===== config.mk =====
export PLATFORM = sky130hd
export DESIGN_NAME = rr_mux_feeder_flat
export DESIGN_NICKNAME = d
export VERILOG_FILES = /design/src/rtl/rr_mux_feeder_if.sv /design/src/rtl/rr_mux_feeder.sv /design/src/flat_wrapper.sv
export SDC_FILE = /design/constraint.sdc
export NUM_CORES = 1
export LEC_CHECK = 0
export ABC_CLOCK_PERIOD_IN_PS = 2400
export BUFFER_PORTS_ARGS = -buffer_cell sky130_fd_sc_hd__buf_4
export CORE_MARGIN = 2
export CORE_UTILIZATION = 46
export CTS_CLUSTER_SIZE = 12
export DETAILED_ROUTE_END_ITERATION = 7
export PLACE_DENSITY = 0.78
export SETUP_SLACK_MARGIN = 0.1
export SLEW_MARGIN = 0
export SYNTH_ARGS = -nofsm -noshare
export SYNTH_HDL_FRONTEND = slang
export SYNTH_SLANG_ARGS = --single-unit

===== constraint.sdc =====
create_clock -name clk -period 2.4 [get_ports clk]
set_input_delay 0.36 -clock clk [delete_from_list [all_inputs] [get_ports clk]]
set_output_delay 0.36 -clock clk [all_outputs]
set_load 0.005 [all_outputs]

===== src/rtl/rr_mux_feeder_if.sv =====
// rr_mux_feeder_if -- handshake bundle around the two-channel round-robin feeder.
//   a_data/a_valid/a_ready : source A word, valid, taken-this-cycle
//   b_data/b_valid/b_ready : source B word, valid, taken-this-cycle
//   sel                    : mux select toward the 2x1 bus mux (1 = A)
//   out_data/out_valid     : registered selected word and its valid flag
//   out_ready              : consumer accepts out_data this cycle
// modport master : the feeder's view; modport slave : sources + consumer view.
interface rr_mux_feeder_if #(
    parameter int WIDTH = 16
);
    logic [WIDTH-1:0] a_data;
    logic             a_valid;
    logic             a_ready;
    logic [WIDTH-1:0] b_data;
    logic             b_valid;
    logic             b_ready;
    logic             sel;
    logic [WIDTH-1:0] out_data;
    logic             out_valid;
    logic             out_ready;

    modport master (
        input  a_data, a_valid, b_data, b_valid, out_ready,
        output a_ready, b_ready, sel, out_data, out_valid
    );

    modport slave (
        output a_data, a_valid, b_data, b_valid, out_ready,
        input  a_ready, b_ready, sel, out_data, out_valid
    );
endinterface


===== src/rtl/rr_mux_feeder.sv =====
// rr_mux_feeder -- round-robin feeder in front of the 2x1 bus mux.
// Arbitrates between sources A and B, holding a channel for up to BURST
// consecutive words while the other requests, and registers the selected
// word into a one-entry output stage.
//   clk : clock, rising edge
//   rst : synchronous, active-high reset
//   bus : rr_mux_feeder_if.master (sources, mux select, output stage)
module rr_mux_feeder #(
    parameter int WIDTH = 16,
    parameter int BURST = 4
) (
    input  logic                 clk,
    input  logic                 rst,
    rr_mux_feeder_if.master      bus
);
    typedef enum logic [1:0] {
        IDLE    = 2'd0,
        GRANT_A = 2'd1,
        GRANT_B = 2'd2
    } state_t;

    localparam logic [3:0] BURST_LAST = 4'(BURST - 1);

    state_t           state_q, state_d;
    logic             last_q, last_d;   // 1 = A held the most recent grant
    logic [3:0]       cnt_q, cnt_d;
    logic [WIDTH-1:0] data_q;
    logic             valid_q;

    logic space, xfer, a_rdy, b_rdy;
    logic own_valid, oth_valid, burst_end;

    // State register
    always_ff @(posedge clk) begin
        if (rst) begin
            state_q <= IDLE;
            last_q  <= 1'b0;
            cnt_q   <= '0;
        end else begin
            state_q <= state_d;
            last_q  <= last_d;
            cnt_q   <= cnt_d;
        end
    end

    // Next-state logic
    always_comb begin
        state_d   = state_q;
        last_d    = last_q;
        cnt_d     = cnt_q;
        burst_end = 1'b0;
        own_valid = (state_q == GRANT_A) ? bus.a_valid : bus.b_valid;
        oth_valid = (state_q == GRANT_A) ? bus.b_valid : bus.a_valid;
        case (state_q)
            IDLE: begin
                cnt_d = '0;
                if (bus.a_valid && bus.b_valid) begin
                    state_d = last_q ? GRANT_B : GRANT_A;
                    last_d  = !last_q;
                end else if (bus.a_valid) begin
                    state_d = GRANT_A;
                    last_d  = 1'b1;
                end else if (bus.b_valid) begin
                    state_d = GRANT_B;
                    last_d  = 1'b0;
                end
            end
            GRANT_A, GRANT_B: begin
                // A stalled owner (valid but no space) neither counts nor ends its burst.
                if (xfer) begin
                    if (cnt_q < BURST_LAST) cnt_d = cnt_q + 4'd1;
                    else                    burst_end = 1'b1;
                end else if (!own_valid) begin
                    burst_end = 1'b1;
                end
                if (burst_end) begin
                    cnt_d = '0;
                    if (oth_valid) begin
                        state_d = (state_q == GRANT_A) ? GRANT_B : GRANT_A;
                        last_d  = (state_q == GRANT_B);
                    end else if (!own_valid) begin
                        state_d = IDLE;
                    end
                end
            end
            default: state_d = IDLE;
        endcase
    end

    // Output logic
    always_comb begin
        space         = !valid_q || bus.out_ready;
        a_rdy         = (state_q == GRANT_A) && space;
        b_rdy         = (state_q == GRANT_B) && space;
        xfer          = (bus.a_valid && a_rdy) || (bus.b_valid && b_rdy);
        bus.sel       = (state_q == GRANT_A);
        bus.a_ready   = a_rdy;
        bus.b_ready   = b_rdy;
        bus.out_data  = data_q;
        bus.out_valid = valid_q;
    end

    // One-entry output stage; a load and a drain on the same edge keep valid high.
    always_ff @(posedge clk) begin
        if (rst) begin
            valid_q <= 1'b0;
            data_q  <= '0;
        end else if (xfer) begin
            valid_q <= 1'b1;
            data_q  <= (state_q == GRANT_A) ? bus.a_data : bus.b_data;
        end else if (bus.out_ready) begin
            valid_q <= 1'b0;
        end
    end
endmodule


===== src/flat_wrapper.sv =====
// flat-port wrapper written by rule: the top's interface ports become plain ports
module rr_mux_feeder_flat 
#(
    parameter int WIDTH = 16,
    parameter int BURST = 4
)
  (clk, rst, bus_a_data, bus_a_valid, bus_b_data, bus_b_valid, bus_out_ready, bus_a_ready, bus_b_ready, bus_sel, bus_out_data, bus_out_valid);
  rr_mux_feeder_if #(.WIDTH(WIDTH)) bus_i ();
  input  logic clk;
  input  logic rst;
  input wire logic [$bits(bus_i.a_data)-1:0] bus_a_data;
  input wire logic [$bits(bus_i.a_valid)-1:0] bus_a_valid;
  input wire logic [$bits(bus_i.b_data)-1:0] bus_b_data;
  input wire logic [$bits(bus_i.b_valid)-1:0] bus_b_valid;
  input wire logic [$bits(bus_i.out_ready)-1:0] bus_out_ready;
  output wire logic [$bits(bus_i.a_ready)-1:0] bus_a_ready;
  output wire logic [$bits(bus_i.b_ready)-1:0] bus_b_ready;
  output wire logic [$bits(bus_i.sel)-1:0] bus_sel;
  output wire logic [$bits(bus_i.out_data)-1:0] bus_out_data;
  output wire logic [$bits(bus_i.out_valid)-1:0] bus_out_valid;
  assign bus_i.a_data = bus_a_data;
  assign bus_i.a_valid = bus_a_valid;
  assign bus_i.b_data = bus_b_data;
  assign bus_i.b_valid = bus_b_valid;
  assign bus_i.out_ready = bus_out_ready;
  assign bus_a_ready = bus_i.a_ready;
  assign bus_b_ready = bus_i.b_ready;
  assign bus_sel = bus_i.sel;
  assign bus_out_data = bus_i.out_data;
  assign bus_out_valid = bus_i.out_valid;
  rr_mux_feeder #(.WIDTH(WIDTH), .BURST(BURST)) u_core (.clk(clk), .rst(rst), .bus(bus_i));
endmodule

* After elaboration in Yosys (flattened, before gate mapping)
Cells that the tools add are included.
Operators by class: shifts and indexed selects 0, magnitude comparators 1, equal/unequal tests 8, mux-type cells 28, add/sub/neg operators 1, multipliers 0, reduce and logical (&&, ||, !) cells 16, div/mod/pow operators 0, bitwise gates (word level) 0
Operators with widths (count):
- $mux 16 | 1
- $mux 2 | 8
- $mux 1 | 13
- $mux 4 | 3
- $pmux 4 s2 | 1
- $ne 3x1->1 const B | 2
- $reduce_and 3->1 | 2
- $logic_and 1x1->1 | 5
- $add 4x1->4 const B | 1
- $lt 4x2->1 const B | 1
- $ne 2x1->1 const B | 2
- $ne 4x3->1 const B | 1
- $pmux 2 s2 | 1
- $reduce_and 4->1 | 1
- $reduce_bool 2->1 | 2
- $ne 3x3->1 const B | 1
- $eq 2x1->1 const B | 1
- $eq 2x2->1 const B | 1
- $logic_not 1->1 | 2
- $logic_not 2->1 | 1
- $logic_or 1x1->1 | 2
- $pmux 1 s2 | 1
- $reduce_or 2->1 | 1
Storage, ports and cells: input port bits 37, memories 0, memory bits (writable) 0, memory bits (read-only) 0, latch bits 0, logic and storage cells 59, output and inout port bits 20, flip-flop bits (word level) 24

* Logic depth before layout (Yosys ltp)
depth after elaboration 9, gate-level depth with buffers 8, mapped depth without buffers 7

* Least setup slack after synthesis
OpenSTA, ideal clock, no wires.
path kind reg2reg, from register u_core.state_q[0], to register u_core.cnt_q[1], period minus slack after synthesis 1.888 ns, slack 0.512 ns, data required time 2.334 ns, arrival 1.822 ns, library setup time 0.066 ns, stages on the path, launching flop included 8, cells stage by stage dfxtp_1 -> inv_1 -> ha_1 -> or4b_4 -> nor3_4 -> nor3_4 -> or2_4 -> a21oi_2
On the way: word-level cells in the longest chain between the ends 8, elaborated cells on any way between the ends 19
Ends and longest elaborated chain:
- start: declaration | RTL line rr_mux_feeder.sv:24 | state_t state_q, state_d;
- start signal: assignment | RTL line rr_mux_feeder.sv:40 | state_q <= state_d;
- $eq 2x1->1 / $eq 2x2->1 (equally long branches)
- $logic_and 1x1->1, on equally long branches | RTL line rr_mux_feeder.sv:93, rr_mux_feeder.sv:94
- $logic_and 1x1->1 | RTL line rr_mux_feeder.sv:95 | xfer = (bus.a_valid && a_rdy) || (bus.b_valid && b_rdy);
- $logic_or 1x1->1 | RTL line rr_mux_feeder.sv:95
- $mux 1 | RTL line rr_mux_feeder.sv:70 | if (xfer) begin
- $mux 1 | RTL line rr_mux_feeder.sv:54 | case (state_q)
- $ne 3x1->1 (no source line) / $mux 4 (equally long branches)
- $reduce_and 3->1 (no source line) / $pmux 4 s2 (equally long branches)
- end signal: assignment | RTL line rr_mux_feeder.sv:42 | cnt_q <= cnt_d;
- end: declaration | RTL line rr_mux_feeder.sv:26 | logic [3:0] cnt_q, cnt_d;
Several ways; a longest one is shown, not always the timed one. The select of a mux whose other input is x is not followed. A chain may end at the register's enable or synchronous reset.

* Worst setup path in the final report
from register u_core.state_q[1], to register u_core.cnt_q[2]
The elaborated chain is that of the path after synthesis.

==> out/results.tsv <==
stage	metric	value	unit
sta	Fin Setup TNS	0	ns
clock_network	clock tree root driver cell	clkbuf_4	
drt	residual DRC count	0	
synth	sequential fraction of the synthesis area	37.6	%
worst_setup_path	CP Data Required Time	2.66	ns
clock_network	Max clock buf depth	2	
grt	first-pass GRT wire length	5150	microns
synth	post-synth net total	179	
placed_design	Cells after DPL	219	
power_and_ir_drop	sw frac	37.1	%
power_and_ir_drop	Pleak	0.000746	uW
cells_and_area	Syn-to-layout area delta	39.1	%
power_and_ir_drop	clock power share	14.6	%
drt	post-route ant nets	0	
sta	final worst-path cycle share	85.7	%
cells_and_area	fill count	217	
clock_network	# resized after CTS	0	
die	die height	56.7	microns
grt	global route total overflow	0	
power_and_ir_drop	P_int	1230	uW
placed_design	count of port buffers added during placement	56	
synth	synthesized flop and latch total	24	
synth	mapped cell area	1280	sq um
sta	final slew viol count	0	
worst_setup_path	critical path's most frequent cell	nor3_4	
grt	initial antenna violation count	0	
die	die width	56.7	microns
cells_and_area	Antenna Cells	0	
cells_and_area	fin cells	223	
worst_setup_path	CP Launch Type	flip-flop	
min_path	Hold Path Class	primary input to flip-flop	
worst_setup_path	slowest cell delay on critical path	0.50	ns
worst_setup_path	crit-path cells	inv_1 -> ha_1 -> or4b_4 -> nor3_4 -> nor3_4 -> or2_4 -> nor2_1	
grt	largest net degree at the start of global routing	33	
synth	Yosys cell types	31	
cells_and_area	share of cells above drive strength 1	37.5	%
synth	Gate Count Post-Synth	137	
clock_network	CTS H-tree depth	1	
worst_setup_path	WP buf/inv	1	
clock_network	Sink Count	24	
placed_design	GP Congestion	0.771	
synth	post-synthesis average cell area	9.33	sq um
power_and_ir_drop	Seq pwr share	30.8	%
die	Initial Util	47.6	%
worst_setup_path	crit-path max FO	6	
sta	Tmin final	2.06	ns
die	# IOs	57	
clock_network	clk_lat worst skew	0.30	ns
placed_design	DP Wirelength	2270	microns
die	Placeable Area	2690	sq um
power_and_ir_drop	VDD IR-drop max	0.693	mV
clock_network	CTS tree	done	
die	die area	3220	sq um
synth	post-synthesis compound-gate area fraction	19.7	%
sta	Fin. Hold Viols	0	
clock_network	Clock transition at path regs	0.13	ns
clock_network	Setup Fix Bufs, Post-CTS	0	
synth	adder-cell area share of the yosys netlist	4.89	%
worst_setup_path	crit-path leading delay family	simple AND/OR/NAND/NOR gates	
drt	Post-Route WL	2930	microns
synth	YS warnings	0	
drt	drt first pass iters	4	
grt	number of global-route vias before repair	1160	
drt	routed via count	1172	
die	# rows	19	
synth	fraction of synthesized area in multiplexers	13.4	%
sta	Slew headroom	70.8	%
power_and_ir_drop	Psw	727	uW
synth	Post-Synth Simple-Gate Area	18.4	%
drt	Avg WL per Cell	13.1	microns
placed_design	Place WS	0.357	ns
synth	Post-Synth XOR/XNOR Area	2.05	%
sta	final worst setup slack	0.343	ns
power_and_ir_drop	P per Cell Area	1100	nW/um^2
drt	DR vias/cell	5.26	
cells_and_area	nets	235	
sta	Clock Skew	0.00585	ns
worst_setup_path	critical path class	flip-flop to flip-flop	
synth	largest family of logic cells by synthesized area	compound AO/OA/AOI/OAI gates	
worst_setup_path	Critical Path AT	2.31	ns
run	total of max-cap violations	0	
sta	RSZ-0062 raised after global routing	no	
worst_setup_path	critical path endpoint category	flip-flop	
sta	Worst Tran Pin Value	0.434	ns
drt	DR iter-0 viols	31	
sta	Setup-failing EPs final	0	
sta	Max Clk Rate	486	MHz
clock_network	CTS buffer count	3	
clock_network	# hold bufs at CTS	0	
outcome	status	finished clean	
grt	Total GRT Usage	19.9	%
worst_setup_path	Max stage delay cell, worst path	or4b_4	
worst_setup_path	R2R Setup Slk	0.34	ns
power_and_ir_drop	combinational fraction of design power	54.6	%
==> metrics by stage <==
step	instance area (sq um)	total power (uW)	utilization [%]	hold WS [ns]
6_report	1780	1960	66.2	0.360
5_1_grt	1780	2130	66.2	0.360
4_1_cts	1780	1980	66.2	0.349
3_5_place_dp	1730	1680	64.3	0.498
3_3_place_gp	1730	1640	64.3	0.488
2_1_floorplan	1280	1330	-	0.485
==> power by group through the flow <==
stage	logic [uW]	registers [uW]	clock network [uW]
2_1_floorplan	717	608	0
3_3_place_gp	1040	602	0
3_5_place_dp	1070	610	0
4_1_cts	1080	604	295
5_1_grt	1190	622	317
6_report	1070	604	285
==> worst paths after layout <==
path / from / end / cells past startpoint
worst min register to register: u_core.bus.out_data[13]$_SDFFE_PP0N_ / u_core.bus.out_data[13]$_SDFFE_PP0N_ / 2
worst min-delay path: bus_out_ready / u_core.bus.out_valid$_SDFFE_PP0P_ / 3
worst max-delay path: u_core.state_q[1]$_SDFFE_PP0P_ / u_core.cnt_q[2]$_SDFFE_PP0P_ / 7
worst max register to register: u_core.state_q[1]$_SDFFE_PP0P_ / u_core.cnt_q[2]$_SDFFE_PP0P_ / 7
==> final cells by class <==
cell class | count | area [sq um] | area share (%)
Clock buffer | 3 | 22.5 | 1.27
Clock inverter | 1 | 30.0 | 1.69
Inverter | 4 | 15.0 | 0.844
Multi-Input combinational cell | 101 | 749 | 42.1
Sequential cell | 24 | 480 | 27.0
Tap cell | 31 | 38.8 | 2.18
Timing Repair Buffer | 59 | 443 | 24.9
==> per-layer routing <==
layer  GRT usage [%]  vias up  share of wire [%]
met5               0        -                  0
met4            4.08        0               0.48
met3            3.69        2                7.8
met2            33.2       48                 48
met1            26.6      522                 44
li1                -      600                  -
==> cell usage after synthesis, drive strengths merged <==
library cell | n | area, sq um
dfxtp | 24 | 480
nor2 | 23 | 86.3
a211oi | 16 | 120
mux2i | 16 | 160
a21oi | 7 | 38.8
buf | 5 | 25.0
ha | 5 | 62.6
inv | 4 | 15.0
nand2 | 4 | 15.0
nor3 | 4 | 42.5
clkbuf | 3 | 11.3
nand3 | 3 | 15.0
xnor2 | 3 | 26.3
and2 | 2 | 12.5
nand2b | 2 | 12.5
o21ai | 2 | 10.0
o31ai | 2 | 15.0
a2111oi | 1 | 27.5
a22oi | 1 | 12.5
a2bb2oi | 1 | 8.76
a311oi | 1 | 8.76
and3 | 1 | 6.26
mux2 | 1 | 11.3
nor2b | 1 | 6.26
nor3b | 1 | 7.51
nor4b | 1 | 8.76
o211a | 1 | 10.0
or2 | 1 | 8.76
or4b | 1 | 13.8
==> kinds of logic (layout without fill, tap and decap cells) <==
family	Yosys count	in the layout
buffers and inverters	12	67
xor gates and xnor gates	3	3
DFF	24	24
adders and majority gates	5	5
muxes	17	17
and+or+nand+nor	44	44
AOI/OAI and AO/OA	32	32
==> cells in the final DEF, fill, tap and decap left out, types with 3 or more instances in the layout <==
| cell | n |
|---|---|
| mux2i_1 | 16 |
| a21oi_1 | 6 |
| nand2_1 | 4 |
| xnor2_1 | 3 |
| ha_1 | 5 |
| a211oi_1 | 16 |
| inv_1 | 4 |
| clkbuf_4 | 3 |
| nor2_1 | 22 |
| buf_4 | 59 |
| nand3_1 | 3 |
| dfxtp_1 | 24 |
==> flip-flops by register name (all words and copies together) (netlist names) <==
register,count
u_core.bus.out_valid,1
u_core.cnt_q,4
u_core.bus.out_data,16
u_core.state_q,2
u_core.last_q,1
==> worst register-to-register path, delay by kind of cell, from the launching register on <==
family | cells | cell delay (ns)
and+or+nand+nor | 5 | 1.15
DFF | 1 | 0.39
adders and majority gates | 1 | 0.38
buffers and inverters | 1 | 0.09
No activity file was read; power rests on OpenSTA's default activity.
